**config.mk**
```make
export PLATFORM = sky130hd
export DESIGN_NAME = pwm_audio_multi_out
export DESIGN_NICKNAME = d
export VERILOG_FILES = /design/src/rtl/pwm_audio_multi_out.sv
export SDC_FILE = /design/constraint.sdc
export NUM_CORES = 1
export LEC_CHECK = 0
export ABC_AREA = 1
export CORE_UTILIZATION = 43
export CTS_CLUSTER_SIZE = 12
export DETAILED_ROUTE_END_ITERATION = 16
export PLACE_DENSITY_LB_ADDON = 0.12
export SETUP_SLACK_MARGIN = 0.2
export SLEW_MARGIN = 20
export SYNTH_ARGS = -nofsm -noshare
export SYNTH_HDL_FRONTEND = slang
export SYNTH_SLANG_ARGS = --single-unit
```
**constraint.sdc**
```tcl
create_clock -name clk_audio -period 7.3 [get_ports clk_audio]
set_input_delay 2.19 -clock clk_audio [delete_from_list [all_inputs] [get_ports clk_audio]]
set_output_delay 2.19 -clock clk_audio [all_outputs]
set_load 0.01 [all_outputs]
```
**src/rtl/pwm_audio_multi_out.sv**
```systemverilog
// pwm_audio_multi_out: FIFO-buffered multi-channel PCM to per-channel PWM with underrun statistics
module pwm_audio_multi_out #(
  parameter int CHANNELS      = 2,
  parameter int SAMPLE_BITS   = 8,
  parameter int SUBSAMPLES    = 10,
  parameter int DEPTH         = 8,
  parameter int SIGNED_IN     = 0,
  parameter int UNDERRUN_HOLD = 0
) (
  input  logic                            clk_audio,
  input  logic                            aclr_n,
  input  logic                            enable,
  input  logic [CHANNELS*SAMPLE_BITS-1:0] in_data,
  input  logic                            in_valid,
  output logic                            in_ready,
  output logic [CHANNELS-1:0]             pwm_out,
  output logic [$clog2(DEPTH+1)-1:0]      fifo_level,
  output logic                            sample_tick,
  output logic                            underrun,
  output logic [15:0]                     underrun_count
);
  localparam int FW = CHANNELS * SAMPLE_BITS;
  localparam int AW = $clog2(DEPTH);
  localparam int LW = $clog2(DEPTH + 1);
  localparam int SW = SUBSAMPLES > 1 ? $clog2(SUBSAMPLES) : 1;
  logic [SAMPLE_BITS-1:0] pwm_cnt_q, pwm_cnt_d;
  logic [SW-1:0]          sub_q, sub_d;
  logic [FW-1:0]          level_q, level_d, conv;
  logic [FW-1:0]          mem_q [DEPTH];
  logic [AW-1:0]          wr_q, wr_d, rd_q, rd_d;
  logic [LW-1:0]          cnt_q, cnt_d;
  logic [CHANNELS-1:0]    pwm_q, pwm_d;
  logic [15:0]            ucnt_q, ucnt_d;
  logic                   tick_q, tick_d, ur_q, ur_d;
  logic                   wrap, bnd, push, pop;
  always_comb begin
    in_ready  = cnt_q < LW'(DEPTH);
    push      = in_valid && in_ready;
    wrap      = enable && pwm_cnt_q == '1;
    bnd       = wrap && sub_q == SW'(SUBSAMPLES - 1);
    pop       = bnd && cnt_q != '0;
    tick_d    = pop;
    ur_d      = bnd && cnt_q == '0;
    pwm_cnt_d = enable ? pwm_cnt_q + 1'b1 : pwm_cnt_q;
    sub_d     = bnd ? '0 : wrap ? sub_q + 1'b1 : sub_q;
    wr_d      = push ? wr_q + 1'b1 : wr_q;
    rd_d      = pop ? rd_q + 1'b1 : rd_q;
    cnt_d     = cnt_q + LW'(push) - LW'(pop);
    ucnt_d    = (ur_d && ucnt_q != '1) ? ucnt_q + 1'b1 : ucnt_q;
    conv      = mem_q[rd_q];
    for (int c = 0; c < CHANNELS; c++)
      conv[c*SAMPLE_BITS+SAMPLE_BITS-1] = conv[c*SAMPLE_BITS+SAMPLE_BITS-1] ^ (SIGNED_IN != 0);
    level_d   = pop ? conv : (ur_d && UNDERRUN_HOLD == 0) ? '0 : level_q;
    pwm_d     = '0;
    for (int c = 0; c < CHANNELS; c++)
      pwm_d[c] = enable && (pwm_cnt_q < level_q[c*SAMPLE_BITS +: SAMPLE_BITS]);
  end
  always_ff @(posedge clk_audio or negedge aclr_n)
    if (!aclr_n) begin
      pwm_cnt_q <= '0;
      sub_q     <= '0;
      level_q   <= '0;
      wr_q      <= '0;
      rd_q      <= '0;
      cnt_q     <= '0;
      pwm_q     <= '0;
      ucnt_q    <= '0;
      tick_q    <= 1'b0;
      ur_q      <= 1'b0;
    end else begin
      pwm_cnt_q <= pwm_cnt_d;
      sub_q     <= sub_d;
      level_q   <= level_d;
      wr_q      <= wr_d;
      rd_q      <= rd_d;
      cnt_q     <= cnt_d;
      pwm_q     <= pwm_d;
      ucnt_q    <= ucnt_d;
      tick_q    <= tick_d;
      ur_q      <= ur_d;
    end
  always_ff @(posedge clk_audio)
    if (push) mem_q[wr_q] <= in_data;
  assign pwm_out        = pwm_q;
  assign fifo_level     = cnt_q;
  assign sample_tick    = tick_q;
  assign underrun       = ur_q;
  assign underrun_count = ucnt_q;
endmodule

```
==> flow_summary_export.csv <==
group,metric,value,unit
run_status,status,"complete, no violations",
synth,ys_ff_latch,186,
timing,finalMaxSlewViolations,0,
synth,syn_area_per_cell,10.1,um2
finish,fin_util,50.6,%
clock_network,cts_buffers,17,
hold_path,min_from,"level_q[6]",
global_routing,grt_pass1_vias,5447,
finish,final_cell_area,9500,um2
floorplan,initial_core_util,44.0,%
timing,finalSetupViolCount,0,
finish,syn_to_final_growth,15.1,%
clock_network,clockRootBuffer,"clkbuf_16",
synth,synthArstFlopShare,31.2,%
setup_path,rr_startpoint,"sub_q[1]",
clock_network,clk_latency,0.43,ns
setup_path,cp_max_fo,23,
synth,synth_area_leaders,"edfxtp_1 (47%), dfrtp_1 (18%), nand2_1 (16%), nand3_1 (5.5%), ha_1 (3.8%)",
global_routing,track_usage,19.2,%
pwr,powerDensity,236,nW/um2
clock_network,cts_tree,"done",
synth,yosysTopAreaCell,"edfxtp_1",
timing,finalHoldViolCount,0,
floorplan,die_h,141,um
clock_network,cts_sinks,186,
clock_network,htree_num_levels,4,
synth,synth.most_common_cell,"nand2_1",
synth,postSynthCellCount,815,
route,drt_wl_total,17200,um
synth,synth_warnings,0,
setup_path,end_kind,"flip-flop",
route,dr.pass1.iters,5,
clock_network,cts_resized,0,
floorplan,die_area,19700,um2
placed_design,dpl-instance-area,8940,um2
timing,worstMarginPinSlew,0.945,ns
timing,tns,0,ns
setup_path,startpoint_type,"input pin",
setup_path,crit_required,7.60,ns
timing,fin_crit_sh,61.7,%
setup_path,path_class,"in2reg",
pwr,vdd_drop_max,0.155,mV
setup_path,crit_start,"enable",
setup_path,reg2reg_depth,10,
clock_network,holdBufCountCts,0,
global_routing,overflow,0,
timing,fin_hold_ws,0.482,ns
synth,synth_edf_count,128,
global_routing,grt_max_degree,68,
pwr,leakage,0.00398,uW
route,wl_per_cell,15.5,um
synth,ys_top_cells_by_count,"nand2_1 (347), edfxtp_1 (128), nand3_1 (91)",
global_routing,grt_pass1_wl,28400,um
timing,rsz0062_at_grt,"false",
floorplan,die_x,141,um
route,viasPerCell,5.00,
route,ant_nets,0,
job,maxCapViolCount,0,
setup_path,rrSetupSlack,4.44,ns
floorplan,core,18800,um2
synth,synth_flop_cell,"edfxtp_1",
timing,fin_crit,4.51,ns
synth,synth_area,8250,um2
setup_path,reg2reg_to,"fifo_level[1]",
placed_design,dp_hpwl,10400,um
setup_path,arrival,4.81,ns
clock_network,clockBufferDepth,2,
synth,yosys.area.top_type_share,46.6,%
setup_path,crit_end,"fifo_level[1]",
route,drc_errors,0,
finish,fill_cells,1649,
timing,clock_skew,0.0125,ns
finish,drive_above_1_share,6.06,%
route,vias,5537,
synth,syn_nets,861,
route,drt_iter0_drc,347,
synth,ys_seq_area_share,64.2,%
finish,final_nets,907,
clock_network,cts_setup_buffers,0,
placed_design,place.gp.congestion,0.794,
placed_design,io_buffer_count,44,
timing,slew_headroom,36.9,%
finish,insertedDiodeCount,0,
floorplan,ios,45,
clock_network,clk_pin_slew,0.07,ns
synth,synthDistinctLibCells,33,
global_routing,antenna_found_initial,0,
floorplan,rows,50,
timing,max_freq,222,MHz
hold_path,hold_class,"reg2reg",
## kinds of logic after synthesis
family,count (synthesis),share of synthesized area (%)
buffers and inverters,78,3.87
adder cells (fa/ha/maj),26,4.03
AO/OA/AOI/OAI,16,1.05
multiplexers,1,0.121
flip-flops,186,64.2
XOR/XNOR,20,2.12
AND/OR/NAND/NOR,488,24.6
## critical path, cell delays in order
cell and delay (ns):
clkdlybuf4s50_1 0.59, nand3_2 0.12, nor2_4 0.18, nand3_4 0.25, nor2_4 0.50, ha_1 0.33, inv_1 0.05, ha_1 0.17
fa_1 0.41
## how the worst min path moves through the flow
stage / endpoint / slack, ns / depth (start not counted)
2_1_floorplan: level_q[10] / 0.45 / 2
3_3_place_gp: level_q[6] / 0.48 / 2
3_5_place_dp: level_q[6] / 0.47 / 2
4_1_cts: level_q[6] / 0.48 / 2
5_1_grt: level_q[6] / 0.52 / 2
6_report: level_q[6] / 0.48 / 2
## routing by layer
layer  track usage [%]  wire length, um  up-vias
met3              3.76              608        8
met1              24.2             7720     2665
met5                 0                0        -
met4              5.78              123        0
met2              33.3             8720      104
li1                  -                -     2760
## metrics by stage
stage	worst slack [ns]	instances	total power (uW)
final	2.79	1108	2240
after global routing	2.59	1108	2340
after CTS	2.78	1108	2260
after detailed placement	2.33	1076	1390
after global placement	2.37	1076	1380
after floorplan	3.44	815	1320
## state kept, by name (all words and copies together), names as in the netlist
register,flops
sub_q,4
underrun_count,16
pwm_out,2
wr_q,3
rd_q,3
pwm_cnt_q,8
sample_tick,1
level_q,16
fifo_level,4
mem_q,128
underrun,1
## report_power, final
group	internal (uW)	total [uW]	switching (uW)
logic	81.8	180	98.1
registers	1150	1190	35.0
clock network	449	876	427
total	1680	2240	560
## area by class of cell
cell class | count | area (um2) | share of cell area (%)
clock inverter | 15 | 136 | 1.44
timing repair buffer | 56 | 526 | 5.53
tap | 234 | 293 | 3.08
inverter | 49 | 185 | 1.95
clock buffer | 17 | 425 | 4.48
multi-input combinational | 551 | 2640 | 27.8
sequential | 186 | 5300 | 55.8
## cell usage in the layout, fill, tap and decap left out
master / n
nand4_1: 7
and2_1: 1
o21ai_1: 1
o21a_1: 2
inv_8: 2
clkinv_8: 2
clkbuf_16: 17
inv_6: 4
clkdlybuf4s50_1: 43
buf_2: 1
xor2_1: 13
o21ai_0: 5
nand3b_1: 1
or2_2: 1
nor2_1: 33
nand3_1: 91
fa_1: 1
clkinv_2: 1
edfxtp_1: 128
dfrtp_1: 57
nand2_1: 347
nor2_4: 2
nor2_8: 1
inv_1: 46
clkinv_1: 4
dfrtp_2: 1
nand3_4: 1
mux2i_1: 1
a21oi_1: 7
clkinv_4: 4
buf_4: 12
ha_1: 25
nand3_2: 1
nand2_4: 1
inv_2: 1
o22ai_1: 1
xnor2_1: 7
nor2_2: 1
No activity file was read; power rests on OpenSTA's default activity.
